[src/rtl/ram_arbiter.sv]
`default_nettype none
// ============================================================================
// Module   : ram_arbiter
// Purpose  : Two-port round-robin arbiter in front of a single-port RAM with
//            a synchronous, 1-cycle-latency read. Each granted access runs
//            IDLE -> ISSUE -> WAIT -> DONE -> IDLE, one state per clock.
// Ports    : Clk, Rst (sync, active-high)
//            Req_x/We_x/Addr_x/WData_x  requester x (A or B) access request
//            Gnt_x, Done_x              ownership and completion pulse
//            RData                      read data, valid with Done
//            Busy                       arbiter not idle
//            Mem_Addr/Mem_Write/M_W_Data/M_R_Data  RAM port
// Revision : 1.0 - initial release
// ============================================================================
module ram_arbiter #(
    parameter int ADDR_W = 6,
    parameter int DATA_W = 32
) (
    input  logic              Clk,
    input  logic              Rst,
    input  logic              Req_A,
    input  logic              Req_B,
    input  logic              We_A,
    input  logic              We_B,
    input  logic [ADDR_W-1:0] Addr_A,
    input  logic [ADDR_W-1:0] Addr_B,
    input  logic [DATA_W-1:0] WData_A,
    input  logic [DATA_W-1:0] WData_B,
    output logic              Gnt_A,
    output logic              Gnt_B,
    output logic              Done_A,
    output logic              Done_B,
    output logic [DATA_W-1:0] RData,
    output logic              Busy,
    output logic [ADDR_W-1:0] Mem_Addr,
    output logic              Mem_Write,
    output logic [DATA_W-1:0] M_W_Data,
    input  logic [DATA_W-1:0] M_R_Data
);

    typedef enum logic [1:0] {
        S_IDLE  = 2'd0,
        S_ISSUE = 2'd1,
        S_WAIT  = 2'd2,
        S_DONE  = 2'd3
    } state_t;

    state_t r_state;
    logic   r_prio;   // 0 = A holds priority, 1 = B
    logic   r_owner;  // requester being served: 0 = A, 1 = B
    logic   r_we;     // latched direction of the access in flight

    // Winner selection: on contention the priority holder wins, otherwise
    // whichever requester is asking.
    logic              w_pick_b;
    logic              w_sel_we;
    logic [ADDR_W-1:0] w_sel_addr;
    logic [DATA_W-1:0] w_sel_wdata;

    assign w_pick_b    = (Req_A && Req_B) ? r_prio : Req_B;
    assign w_sel_we    = w_pick_b ? We_B    : We_A;
    assign w_sel_addr  = w_pick_b ? Addr_B  : Addr_A;
    assign w_sel_wdata = w_pick_b ? WData_B : WData_A;

    // All outputs are registered and updated together with the state so each
    // output reflects the state it is in during that cycle.
    always_ff @(posedge Clk) begin
        if (Rst) begin
            r_state   <= S_IDLE;
            r_prio    <= 1'b0;
            r_owner   <= 1'b0;
            r_we      <= 1'b0;
            Gnt_A     <= 1'b0;
            Gnt_B     <= 1'b0;
            Done_A    <= 1'b0;
            Done_B    <= 1'b0;
            RData     <= '0;
            Busy      <= 1'b0;
            Mem_Addr  <= '0;
            Mem_Write <= 1'b0;
            M_W_Data  <= '0;
        end else begin
            case (r_state)
                S_IDLE: begin
                    if (Req_A || Req_B) begin
                        r_state   <= S_ISSUE;
                        r_owner   <= w_pick_b;
                        r_we      <= w_sel_we;
                        Gnt_A     <= ~w_pick_b;
                        Gnt_B     <= w_pick_b;
                        Busy      <= 1'b1;
                        // The address register doubles as the latched address
                        // for the rest of the access.
                        Mem_Addr  <= w_sel_addr;
                        Mem_Write <= w_sel_we;
                        M_W_Data  <= w_sel_we ? w_sel_wdata : '0;
                    end
                end
                S_ISSUE: begin
                    // RAM captured the command at this edge; read data is
                    // presented during WAIT.
                    r_state   <= S_WAIT;
                    Mem_Write <= 1'b0;
                    M_W_Data  <= '0;
                end
                S_WAIT: begin
                    r_state  <= S_DONE;
                    if (!r_we) begin
                        RData <= M_R_Data;
                    end
                    Done_A   <= ~r_owner;
                    Done_B   <= r_owner;
                    Mem_Addr <= '0;
                end
                S_DONE: begin
                    r_state <= S_IDLE;
                    r_prio  <= ~r_owner;
                    Gnt_A   <= 1'b0;
                    Gnt_B   <= 1'b0;
                    Done_A  <= 1'b0;
                    Done_B  <= 1'b0;
                    Busy    <= 1'b0;
                end
                default: begin
                    r_state <= S_IDLE;
                end
            endcase
        end
    end

endmodule
`default_nettype wire

[config.mk]
export PLATFORM = sky130hd
export DESIGN_NAME = ram_arbiter
export DESIGN_NICKNAME = d
export VERILOG_FILES = /design/src/rtl/ram_arbiter.sv
export SDC_FILE = /design/constraint.sdc
export NUM_CORES = 1
export LEC_CHECK = 0
export CAP_MARGIN = 30
export CORE_UTILIZATION = 55
export CTS_CLUSTER_SIZE = 30
export DETAILED_ROUTE_END_ITERATION = 10
export DONT_BUFFER_PORTS = 1
export PLACE_DENSITY = 0.7
export SLEW_MARGIN = 20
export SYNTH_ARGS = -nofsm -noshare
export SYNTH_HDL_FRONTEND = slang
export SYNTH_SLANG_ARGS = --single-unit
[constraint.sdc]
create_clock -name Clk -period 1.5 [get_ports Clk]
set_input_delay 0.075 -clock Clk [delete_from_list [all_inputs] [get_ports Clk]]
set_output_delay 0.075 -clock Clk [all_outputs]
set_load 0.01 [all_outputs]
# ---- Word-level counts from Yosys, hierarchy flattened
# Index checks and enable logic that the tools add are counted.
dict set report word_totals {
  ff_bits 81
  output_inout_bits 76
  wordCells 53
}
dict set report op_classes {
  eq_ne 4
  mux 21
  n_bitwise 3
  n_reduce_logical 12
}
# cell count
set op_table {}
lappend op_table {{two-way mux 32 bit} 3}
lappend op_table {{case mux 32 bit (2 select lines)} 1}
lappend op_table {{two-way mux 6 bit} 2}
lappend op_table {{case mux 1 bit (2 select lines)} 6}
lappend op_table {{case mux 6 bit (2 select lines)} 1}
lappend op_table {{AND reduction 2 bit} 5}
lappend op_table {{case mux 2 bit (4 select lines)} 1}
lappend op_table {{nonzero test 2 bit} 4}
lappend op_table {{two-way mux 1 bit} 6}
lappend op_table {{== test 2 bit (second input constant)} 2}
lappend op_table {{NOT 1 bit} 3}
lappend op_table {{== test 2 x 1 -> 1 bit (second input constant)} 1}
lappend op_table {{logical NOT 2 bit} 1}
lappend op_table {{two-way mux 2 bit} 1}
lappend op_table {{inequality test 2 bit (second input constant)} 1}
lappend op_table {{logical AND 1 bit} 1}
lappend op_table {{logical OR 1 bit} 1}

# ---- Longest topological paths before layout
# Gate-level depths: netlist of run 1.
dict set report logic_depth {
  depth_word 6
  depth_mapped 8
}

# ---- Worst setup path after synthesis of run 1
# Ideal clock, no wire load.
dict set report synth_path {
  path_type {flip-flop to flip-flop}
  startpoint {register r_state[0]}
  endpoint {register M_W_Data[10]}
  setup_ps 70
  t_arrival_ps 1390
  setup_slack_ps 39
  path_stages_with_launch 8
  path_buffers 1
  cell_sequence {dfxtp_1 inv_1 ha_1 or3b_4 o21ai_4 buf_6 nand2_1 a21oi_1}
}
dict set report synth_via {
  elab_chain_len 3
}
# item line
set synth_lines {}
lappend synth_lines {{start: declaration} 48} ;# state_t r_state;
lappend synth_lines {{start signal: assignment} 69} ;# r_state <= S_IDLE;
lappend synth_lines {{start signal: assignment} 86} ;# r_state <= S_ISSUE;
lappend synth_lines {{start signal: assignment} 102} ;# r_state <= S_WAIT;
lappend synth_lines {{== test 2 x 1 -> 1 bit / logical NOT 2 bit (equally long branches)} 83} ;# case (r_state)
lappend synth_lines {{nonzero test 2 bit (no line) / inequality test 2 bit (equally long branches)} n/a}
lappend synth_lines {{AND reduction 2 bit (no line)} n/a}
lappend synth_lines {{end signal: assignment} 96} ;# M_W_Data <= w_sel_we ? w_sel_wdata : '0;
lappend synth_lines {{end: declaration} 37} ;# output logic [DATA_W-1:0] M_W_Data,
# Several ways; a longest one is shown, not always the timed one.
# A chain may end at the register's enable or synchronous reset.

# ---- Final worst setup path of run 1
dict set report layout_path {
  startpoint {register r_state[0]}
  endpoint {register M_W_Data[22]}
}
# Same word-level chain as after synthesis.

==> metrics.yaml, run 1 <==
worst_hold_path:
  worst_hold_path_type: "input pin to flip-flop"
  min_to: "M_W_Data[3]$_SDFFE_PP0P_"
  hold_start: "Rst"
  whs_path_depth: 1
global_routing:
  grt_max_degree: 84
  grt_pass1_wl_um: 13500
  number_of_global_route_vias_before_repair: 2804
  gr-usage-all-layers_pct: 23.5
  antenna_found_initial: 0
  gr_ovfl_total: 0
sta:
  rsz0062_at_grt: "true"
  finalSetupViolations: 31
  fin_ws_ns: -0.0385
  report.final.hold_viol_count: 81
  relSlewSlack_pct: 80.1
  finalCritPeriodShare_pct: 103
  timing.clock.skew_ns: 0.0125
  final-max-slew-violation-count: 0
  final.hold.worst_slack_ns: -0.220
  finalCriticalPeriod_ns: 1.54
  worst_slew_pin_slew_ns: 0.298
  max_freq_ghz: 0.650
floorplanning:
  die_area_um2: 7190
  die_h_um: 84.8
  core_area_um2: 6490
  num_rows: 29
  i_o_pins: 190
  chip_width_um: 84.8
  effective_utilization_at_floorplan_pct: 58.0
synth:
  synth-seq-area-share_pct: 43.0
  synth_enable_flop_cells: 0
  syn_area_per_cell_um2: 8.11
  synth_seq_cells: 81
  yosys-top-cells-area: "dfxtp_1 (43%), nand2_1 (11%), a21oi_1 (9.7%)"
  syn-num-nets: 584
  yosys.area.top_type_share_pct: 43.0
  synth-main-ff-cell: "dfxtp_1"
  post_synth_num_cell_types: 33
  gate_count_of_the_mapped_netlist: 465
  yosys.cell_count.top_type: "nand2_1"
  post_synthesis_cell_area_um2: 3770
  asyncSetResetFlopFracSynth_pct: 0
  synth_commonest_cells: "nand2_1 (106), dfxtp_1 (81), a21oi_1 (73)"
  number_of_warnings_printed_during_yosys_synthesis: 0
  synth_top_area_cell: "dfxtp_1"
clocking:
  tritoncts: "done"
  clock_sink_total: 81
  clk_path_buf_depth: 2
  clock_latency_at_the_later_pin_of_the_worst_skew_pair_ns: 0.35
  clk_transition_reported_paths_ns: 0.08
  cts_max_level: 3
  cts_root_buf: "clkbuf_8"
  numCtsBuffers: 9
worst_setup_path:
  cp.arrival_ns: 1.82
  critical_path_required_ns: 1.78
  start_kind: "flip-flop"
  timing.critical_path.slowest_stage_cell: "or3b_4"
  cp_max_fo: 7
  worstSetupPathType: "flip-flop to flip-flop"
  worst_r2r_path_depth: 8
  rr_startpoint: "r_state[0]$_SDFFE_PP0P_"
  cell_by_cell_listing_of_the_critical_path: "inv_2 > ha_4 > or3b_4 > o21ai_4 > buf_12 > clkbuf_16 > nand2_1 > a21oi_2"
  max_stage_delay_ns: 0.40
  regToRegSetupSlack_ns: -0.04
  crit_path_end_kind: "flip-flop"
  worstReg2RegEnd: "M_W_Data[22]$_SDFFE_PP0P_"
route:
  detail_route.wirelength_um: 9150
  detail_route.iter0.violations: 166
  drtAntennaViolNets: 0
  avgViaCountPerCell: 6.04
  routed-via-count: 3239
  wl_per_cell_um: 17.1
  post-route-drc-count: 14
  detail_route.first_pass.iterations: 8
pwr:
  static-leakage-power_uw: 0.00171
  peakVddDrop_mv: 0.776
  power-per-cell-area_nw_per_um2: 1700
place:
  post_detailed_placement_half_perimeter_wirelength_um: 5930
  placement.io_buffers: 0
  preCtsSetupSlack_ns: 0.0148
  routabilityCongestion: 0.779
  post-place-cells: 514
  dpl-instance-area_um2: 3840
run_status:
  run_status: "finished with violations"
  failed_checks: "DRC, hold timing, setup timing"
cells_and_area:
  final_cell_count_no_fill: 536
  finalCoreUtilization_pct: 68.3
  layout_cells_sized_above_1_pct: 19.8
  finish.net_count: 573
  layout.cell_area.non_filler_um2: 4430
  area.growth.synth_to_final_pct: 17.6
  fillers: 560
  antenna_cells: 0
job:
  cap_viol_max_count: 0
-- sequential cells by signal (all words and copies together) (netlist names) --
name	flops
r_owner	1
Mem_Write	1
Mem_Addr	6
r_prio	1
Gnt_B	1
Done_A	1
Done_B	1
r_state	2
Gnt_A	1
Busy	1
RData	32
r_we	1
M_W_Data	32
-- cells by family after synthesis --
kind of cell,Yosys count,synth area share [%]
compound gates,161,27.2
fa+ha+maj,5,1.66
mux,3,0.797
simple gates,164,20.0
flops,81,43.0
buf+inv,51,7.33
-- cell usage in the layout, fill, tap and decap left out, types with 2 or more instances in the layout --
cell type  instances
nand2_1           91
dfxtp_1           79
a21oi_1           51
and3_1            38
o211ai_1          32
a21boi_0          28
a21oi_2           22
nand2_4           12
buf_4             12
a21boi_1          10
clkbuf_8          10
nor2_1             8
buf_12             8
o21ai_1            7
clkbuf_16          5
nand2_2            3
nor3_1             3
mux2i_1            3
ha_1               3
inv_2              2
o21ai_0            2
nor2b_4            2
inv_1              2
a22oi_2            2
ha_4               2
clkbuf_1           2
bufinv_16          2
dfxtp_2            2
-- worst max-delay path by stage --
stage,startpoint,cells past startpoint,endpoint
after floorplan,r_state[0]$_SDFFE_PP0P_,7,M_W_Data[10]$_SDFFE_PP0P_
after global placement,r_state[0]$_SDFFE_PP0P_,7,M_W_Data[4]$_SDFFE_PP0P_
after detailed placement,r_state[0]$_SDFFE_PP0P_,7,M_W_Data[24]$_SDFFE_PP0P_
after CTS,r_state[0]$_SDFFE_PP0P_,7,M_W_Data[14]$_SDFFE_PP0P_
after global routing,r_state[0]$_SDFFE_PP0P_,8,M_W_Data[26]$_SDFFE_PP0P_
final,r_state[0]$_SDFFE_PP0P_,8,M_W_Data[22]$_SDFFE_PP0P_
-- worst max-delay path, delay by kind of cell, from the launching register on --
family / cells / cell delay (ns)
AO/OA/AOI/OAI: 2 / 0.19
adder cells (fa/ha/maj): 1 / 0.12
buffers and inverters: 3 / 0.37
flip-flops: 1 / 0.33
AND/OR/NAND/NOR: 2 / 0.46
-- routing by layer --
layer  global-route usage, %  vias up  wire length, um
met1                    27.7     1503             3600
li1                        -     1589                -
met3                    10.2       11              929
met2                    38.3      136             4510
met4                    8.01        0              119
met5                       0        -                0
-- what timing repair did --
action	4_1_cts	5_1_grt
buffers inserted	0	1
endpoints found under the setup margin	0	74
resized for setup	0	61
endpoints found under the hold margin	81	81
-- per-stage QoR --
stage          TNS [ns]  total power [uW]
5_1_grt           -2.83              7930
4_1_cts               0              6730
6_report         -0.598              7530
3_5_place_dp          0              4980
3_3_place_gp          0              4920
2_1_floorplan         0              4390
-- where the power goes --
group / internal [uW] / total (uW) / switching [uW] / leakage (uW)
Combinational: 1390 / 2870 / 1480 / 0.000940
Sequential: 2490 / 2890 / 397 / 0.000659
Clock: 988 / 1760 / 777 / 0.000107
-- area by class of cell --
class	instances	area [um^2]	area share (%)
repair buffers	25	375	8.47
clock inverters	4	76.3	1.72
well taps	77	96.3	2.17
inverters	4	15.0	0.339
clock buffers	12	145	3.27
multi-input cells	333	2100	47.4
flip-flops and latches	81	1620	36.6
No activity file was read; power rests on OpenSTA's default activity.
==> run 2, diff against run 1 <==
--- a/config.mk
+++ b/config.mk
@@ -6,11 +6,13 @@
 export NUM_CORES = 1
 export LEC_CHECK = 0
 export CAP_MARGIN = 30
+export CORE_ASPECT_RATIO = 1.1
 export CORE_UTILIZATION = 55
 export CTS_CLUSTER_SIZE = 30
 export DETAILED_ROUTE_END_ITERATION = 10
 export DONT_BUFFER_PORTS = 1
 export PLACE_DENSITY = 0.7
+export SKIP_CTS_REPAIR_TIMING = 1
 export SLEW_MARGIN = 20
 export SYNTH_ARGS = -nofsm -noshare
 export SYNTH_HDL_FRONTEND = slang
==> run 2 against run 1 <==
  * The flow finishes with violations (hold timing, setup timing)
  * Clock power barely moved
  * Wire length decreased by 3.7%
  * Die area about the same
  * Critical endpoint is now M_W_Data[26]$_SDFFE_PP0P_
  * Largest power group unchanged
==> metrics.yaml, run 2 (same netlist as run 1, synthesis figures left out) <==
run_status:
  run_status: "finished with violations"  # unchanged
  failed_checks: "hold timing, setup timing"  # was DRC, hold timing, setup timing
worst_setup_path:
  cp.arrival_ns: 1.84  # was 1.82 ns
  critical_path_required_ns: 1.78  # about the same
  start_kind: "flip-flop"  # unchanged
  cell_by_cell_listing_of_the_critical_path: "inv_2 > ha_4 > or3b_4 > o21ai_4 > clkbuf_16 > nand2_1 > a21oi_1"  # was inv_2 > ha_4 > or3b_4 > o21ai_4 > buf_12 > clkbuf_16 > nand2_1 > a21oi_2
  worstSetupPathType: "flip-flop to flip-flop"  # unchanged
  cp_max_fo: 9  # was 7
  rr_startpoint: "r_state[1]$_SDFFE_PP0P_"  # was r_state[0]$_SDFFE_PP0P_
  setup.worst_path.start: "r_state[1]$_SDFFE_PP0P_"  # was r_state[0]$_SDFFE_PP0P_
  regToRegSetupSlack_ns: -0.06  # was -0.04 ns
  crit_path_end_kind: "flip-flop"  # unchanged
  max_stage_delay_ns: 0.41  # was 0.40 ns
  timing.critical_path.slowest_stage_cell: "or3b_4"  # unchanged
sta:
  timing.clock.skew_ns: 0.0118  # was 0.0125 ns
  report.final.hold_viol_count: 81  # unchanged
  relSlewSlack_pct: 77.9  # was 80.1%
  finalSetupViolations: 29  # was 31
  max_freq_ghz: 0.642  # was 0.650 GHz
  worst_slew_pin_slew_ns: 0.330  # was 0.298 ns
  finalCriticalPeriod_ns: 1.56  # was 1.54 ns
  rsz0062_at_grt: "true"  # unchanged
  fin_ws_ns: -0.0570  # was -0.0385 ns
  final.hold.worst_slack_ns: -0.215  # was -0.220 ns
  finalCritPeriodShare_pct: 104  # was 103%
  final-max-slew-violation-count: 0  # unchanged
floorplanning:
  effective_utilization_at_floorplan_pct: 57.2  # was 58.0%
  chip_width_um: 80.9  # was 84.8 um
  num_rows: 31  # was 29
  die_h_um: 88.8  # was 84.8 um
  core_area_um2: 6590  # was 6490 um^2
  i_o_pins: 190  # unchanged
  die_area_um2: 7190  # about the same
clocking:
  tritoncts: "done"  # unchanged
  clk_transition_reported_paths_ns: 0.08  # about the same
  cts_max_level: 3  # unchanged
  numCtsBuffers: 9  # unchanged
  clock_sink_total: 81  # unchanged
  clock_latency_at_the_later_pin_of_the_worst_skew_pair_ns: 0.36  # was 0.35 ns
  cts_root_buf: "clkbuf_8"  # unchanged
  clk_path_buf_depth: 2  # unchanged
cells_and_area:
  mostFrequentLayoutCells: "nand2_1 (101), dfxtp_1 (79), a21oi_1 (62), and3_1 (38), o211ai_1 (32)"  # was nand2_1 (91), dfxtp_1 (79), a21oi_1 (51), and3_1 (38), o211ai_1 (32)
  area_taken_by_flip_flops_and_latches_um2: 1620  # unchanged
  layout_cells_sized_above_1_pct: 15.1  # was 19.8%
  footprint_of_the_multi_input_gates_um2: 1970  # was 2100 um^2
  antenna_cells: 0  # unchanged
  largest_registers: "M_W_Data: 32 flops, RData: 32 flops, Mem_Addr: 6 flops"  # unchanged
  finish.net_count: 571  # was 573
  area.growth.synth_to_final_pct: 12.0  # was 17.6%
  final_cell_count_no_fill: 539  # was 536
  fillers: 587  # was 560
  final_common_cell: "nand2_1"  # unchanged
  layout.cell_area.non_filler_um2: 4220  # was 4430 um^2
global_routing:
  gr-usage-all-layers_pct: 22.3  # was 23.5%
  antenna_found_initial: 1  # was 0
  gr_ovfl_total: 0  # unchanged
  grt_max_degree: 84  # unchanged
  grt_pass1_wl_um: 12300  # was 13500 um
  number_of_global_route_vias_before_repair: 2665  # was 2804
route:
  detail_route.first_pass.iterations: 4  # was 8
  detail_route.iter0.violations: 115  # was 166
  avgViaCountPerCell: 5.93  # was 6.04
  post-route-drc-count: 0  # was 14
  drtAntennaViolNets: 0  # unchanged
  detail_route.wirelength_um: 8820  # was 9150 um
  wl_per_cell_um: 16.4  # was 17.1 um
  routed-via-count: 3197  # was 3239
place:
  post_detailed_placement_half_perimeter_wirelength_um: 5750  # was 5930 um
  dpl-instance-area_um2: 3830  # was 3840 um^2
  placement.io_buffers: 0  # unchanged
  routabilityCongestion: 0.753  # was 0.779
  post-place-cells: 520  # was 514
pwr:
  power-per-cell-area_nw_per_um2: 1670  # was 1700 nW/um^2
  peakVddDrop_mv: 0.909  # was 0.776 mV
  power.total_uw: 7070  # was 7530 uW
  static-leakage-power_uw: 0.00158  # was 0.00171 uW
worst_hold_path:
  hold_start: "Rst"  # unchanged
  worst_hold_path_type: "input pin to flip-flop"  # unchanged
job:
  cap_viol_max_count: 0  # unchanged
[run 2: cell count changes in the layout (fill, tap and decap cells not counted), moves of 2 or more]
cell / previous run / this run
inv_6: 0 / 2
nand2_1: 91 / 101
buf_4: 12 / 14
buf_12: 8 / 5
a21oi_1: 51 / 62
clkbuf_16: 5 / 3
nand2_4: 12 / 3
a21oi_2: 22 / 11
[run 2: final cells by class]
class                      count  area share, %
clock buffer                  10           3.02
clock inverter                 6           2.13
multi-input combinational    333           46.7
timing repair buffer          23           6.90
inverter                       4          0.355
tap                           82           2.43
sequential                    81           38.4
[run 2: worst max-delay path: cells and delay by family (launching register included)]
kind                       cells  cell delay, ns
and+or+nand+nor                2            0.46
DFF                            1            0.33
buffers and inverters          2            0.30
adders and majority gates      1            0.13
AOI/OAI and AO/OA              2            0.28
[run 2: through the flow]
step | util (%) | setup slack [ns] | setup TNS, ns
2_1_floorplan | - | 0.0393 | 0
3_3_place_gp | 58.1 | 0.0459 | 0
3_5_place_dp | 58.1 | -0.0164 | -0.0239
4_1_cts | 61.4 | -0.0357 | -0.243
5_1_grt | 64.1 | -0.101 | -2.75
6_report | 64.1 | -0.0570 | -0.786
[run 2: power breakdown]
part | switching, uW | internal, uW | leakage, uW | total, uW
Combinational | 1310 | 1150 | 0.000810 | 2460
Sequential | 376 | 2490 | 0.000659 | 2870
Clock | 797 | 946 | 0.000107 | 1740
Total | 2480 | 4590 | 0.00158 | 7070
[run 2: worst paths after layout]
path	to	depth (start not counted)
min reg2reg	RData[8]$_SDFFE_PP0P_	2
max reg2reg	M_W_Data[26]$_SDFFE_PP0P_	7
min	RData[5]$_SDFFE_PP0P_	1
max	M_W_Data[26]$_SDFFE_PP0P_	7
[run 2: layer usage]
| metal | track usage [%] | share of wire, % | vias to the layer above | wire (um) |
|---|---|---|---|---|
| met1 | 25.0 | 38 | 1459 | 3390 |
| li1 | - | - | 1582 | - |
| met3 | 9.18 | 9.5 | 16 | 842 |
| met2 | 37.2 | 50 | 138 | 4440 |
| met4 | 9.42 | 1.6 | 2 | 140 |
| met5 | 0 | 0.12 | - | 11 |
==> run 3, diff against run 2 <==
--- a/config.mk
+++ b/config.mk
@@ -6,7 +6,7 @@
 export NUM_CORES = 1
 export LEC_CHECK = 0
 export CAP_MARGIN = 30
-export CORE_ASPECT_RATIO = 1.1
+export CORE_ASPECT_RATIO = 0.5
 export CORE_UTILIZATION = 55
 export CTS_CLUSTER_SIZE = 30
 export DETAILED_ROUTE_END_ITERATION = 10
==> run 3 against run 2 <==
  * The flow still finishes with violations (hold timing, setup timing)
  * Highest routed layer is now met4
  * Cell count up 2.6%
  * Sequential cell count unchanged
  * Global-route usage up 2.2 points
  * Combinational power increased by 25%
  * First-iteration DRC count grew 98%
  * Worst hold slack improved by 0.019 ns
  * Clock skew down 0.0052 ns
  * Wire length grew 20%
  * Critical endpoint unchanged
==> metrics.yaml, run 3 (same netlist as run 1, synthesis figures left out) <==
worst_hold_path:
  hold_start: "Rst"  # unchanged
  worst_hold_path_type: "input pin to flip-flop"  # unchanged
  min_to: "M_W_Data[9]$_SDFFE_PP0P_"  # was RData[5]$_SDFFE_PP0P_
  whs_path_depth: 1  # unchanged
worst_setup_path:
  cp_max_fo: 6  # was 9
  crit_path_end_kind: "flip-flop"  # unchanged
  cp.arrival_ns: 1.89  # was 1.84 ns
  worstSetupPathType: "flip-flop to flip-flop"  # unchanged
  regToRegSetupSlack_ns: -0.14  # was -0.06 ns
  rr_startpoint: "r_state[1]$_SDFFE_PP0P_"  # unchanged
  worst_r2r_path_depth: 8  # was 7
  worstReg2RegEnd: "M_W_Data[26]$_SDFFE_PP0P_"  # unchanged
  critical_path_required_ns: 1.75  # was 1.78 ns
  start_kind: "flip-flop"  # unchanged
pwr:
  static-leakage-power_uw: 0.00180  # was 0.00158 uW
  peakVddDrop_mv: 0.837  # was 0.909 mV
  power-per-cell-area_nw_per_um2: 1820  # was 1670 nW/um^2
cells_and_area:
  finish.net_count: 578  # was 571
  finalCoreUtilization_pct: 74.5  # was 64.1%
  layout_cells_sized_above_1_pct: 25.9  # was 15.1%
  mostFrequentLayoutCells: "nand2_1 (84), dfxtp_1 (79), and3_1 (38), a21oi_1 (37), a21oi_2 (36)"  # was nand2_1 (101), dfxtp_1 (79), a21oi_1 (62), and3_1 (38), o211ai_1 (32)
  final_common_cell: "nand2_1"  # unchanged
  largest_registers: "M_W_Data: 32 flops, RData: 32 flops, Mem_Addr: 6 flops"  # unchanged
  area.growth.synth_to_final_pct: 25.2  # was 12.0%
clocking:
  clk_transition_reported_paths_ns: 0.06  # was 0.08 ns
  cts_max_level: 3  # unchanged
  clock_sink_total: 81  # unchanged
  cts_root_buf: "clkbuf_16"  # was clkbuf_8
  clk_path_buf_depth: 2  # unchanged
  numCtsBuffers: 9  # unchanged
  clock_latency_at_the_later_pin_of_the_worst_skew_pair_ns: 0.33  # was 0.36 ns
  tritoncts: "done"  # unchanged
sta:
  timing.clock.skew_ns: 0.00663  # was 0.0118 ns
  final-max-slew-violation-count: 0  # unchanged
  final.hold.worst_slack_ns: -0.197  # was -0.215 ns
  aggregate_negative_setup_slack_ns: -3.04  # was -0.786 ns
  finalCritPeriodShare_pct: 110  # was 104%
  report.final.hold_viol_count: 81  # unchanged
  relSlewSlack_pct: 75.0  # was 77.9%
  max_freq_ghz: 0.608  # was 0.642 GHz
  worst_slew_pin_slew_ns: 0.373  # was 0.330 ns
  rsz0062_at_grt: "true"  # unchanged
  finalCriticalPeriod_ns: 1.64  # was 1.56 ns
  finalSetupViolations: 41  # was 29
  fin_ws_ns: -0.145  # was -0.0570 ns
run_status:
  failed_checks: "hold timing, setup timing"  # unchanged
  run_status: "finished with violations"  # unchanged
job:
  cap_viol_max_count: 0  # unchanged
route:
  wl_per_cell_um: 19.1  # was 16.4 um
  detail_route.first_pass.iterations: 4  # unchanged
  drtAntennaViolNets: 0  # unchanged
  post-route-drc-count: 0  # unchanged
  avgViaCountPerCell: 6.03  # was 5.93
  detail_route.iter0.violations: 228  # was 115
  detail_route.wirelength_um: 10600  # was 8820 um
  routed-via-count: 3334  # was 3197
global_routing:
  grt_max_degree: 84  # unchanged
  number_of_global_route_vias_before_repair: 2833  # was 2665
  antenna_found_initial: 1  # unchanged
  gr_ovfl_total: 0  # unchanged
  gr-usage-all-layers_pct: 24.5  # was 22.3%
  grt_pass1_wl_um: 13600  # was 12300 um
floorplanning:
  i_o_pins: 190  # unchanged
  effective_utilization_at_floorplan_pct: 59.5  # was 57.2%
  chip_width_um: 119  # was 80.9 um
  num_rows: 20  # was 31
  die_area_um2: 7210  # was 7190 um^2
  die_h_um: 60.5  # was 88.8 um
  core_area_um2: 6330  # was 6590 um^2
place:
  routabilityCongestion: 0.822  # was 0.753
  placement.io_buffers: 0  # unchanged
  post_detailed_placement_half_perimeter_wirelength_um: 6200  # was 5750 um
## run 3: cell count changes in the layout (fill, tap and decap cells not counted), sizes merged
cell    previous run  this run
buf               20        24
bufinv             2         3
clkbuf            13        18
clkinv             1         0
diode              0         1
inv                6         4
## run 3: where the power goes
group | internal (uW) | total, uW | switching [uW] | leakage, uW
Sequential | 2500 | 2920 | 423 | 0.000659
Clock | 1760 | 2580 | 818 | 0.000175
Combinational | 1470 | 3080 | 1610 | 0.000967
## run 3: metrics by stage
stage / cells / power (uW) / hold slack (ns) / cell area [um^2] / setup WS [ns]
6_report: 553 / 8580 / -0.197 / 4720 / -0.145
5_1_grt: 553 / 8970 / -0.208 / 4720 / -0.193
4_1_cts: 539 / 7520 / -0.197 / 4190 / -0.137
3_5_place_dp: 523 / 4940 / 0.153 / 3830 / -0.120
3_3_place_gp: 523 / 4850 / 0.150 / 3830 / -0.0532
2_1_floorplan: 465 / 4390 / 0.211 / 3770 / 0.0393
## run 3: worst max path at each step
stage / slack [ns] / from / end / cells past startpoint
floorplan: 0.04 / r_state[0]$_SDFFE_PP0P_ / M_W_Data[10]$_SDFFE_PP0P_ / 7
CTS: -0.14 / r_state[0]$_SDFFE_PP0P_ / M_W_Data[23]$_SDFFE_PP0P_ / 7
finish: -0.14 / r_state[1]$_SDFFE_PP0P_ / M_W_Data[26]$_SDFFE_PP0P_ / 8
global route: -0.19 / r_state[0]$_SDFFE_PP0P_ / M_W_Data[26]$_SDFFE_PP0P_ / 8
detailed placement: -0.12 / r_state[0]$_SDFFE_PP0P_ / Mem_Addr[3]$_SDFFE_PP0P_ / 6
global placement: -0.05 / r_state[0]$_SDFFE_PP0P_ / Mem_Addr[0]$_SDFFE_PP0P_ / 6
## run 3: cell type report
cell class              count  area [um^2]
fillers                   476         1610
multi-input cells         333         2160
well taps                  88          110
inverters                   4         17.5
repair buffers             30          437
clock buffers              12          267
clock inverters             4         97.6
diodes                      1         2.50
flip-flops and latches     81         1620
## run 3: routing by layer
layer  vias to the layer above  wire, um  track usage, %
li1                       1606         -               -
met1                      1576      4150            27.2
met2                       144      5270            43.0
met3                         8      1040            11.4
met4                         0        87            7.78
met5                         -         0               0
## run 3: critical path, stage by stage (launching register included)
cell,delay (ns)
dfxtp_2,0.33
inv_2,0.08
ha_4,0.15
or3b_4,0.42
o21ai_4,0.08
buf_12,0.15
clkbuf_16,0.15
nand2_1,0.06
a21oi_1,0.15
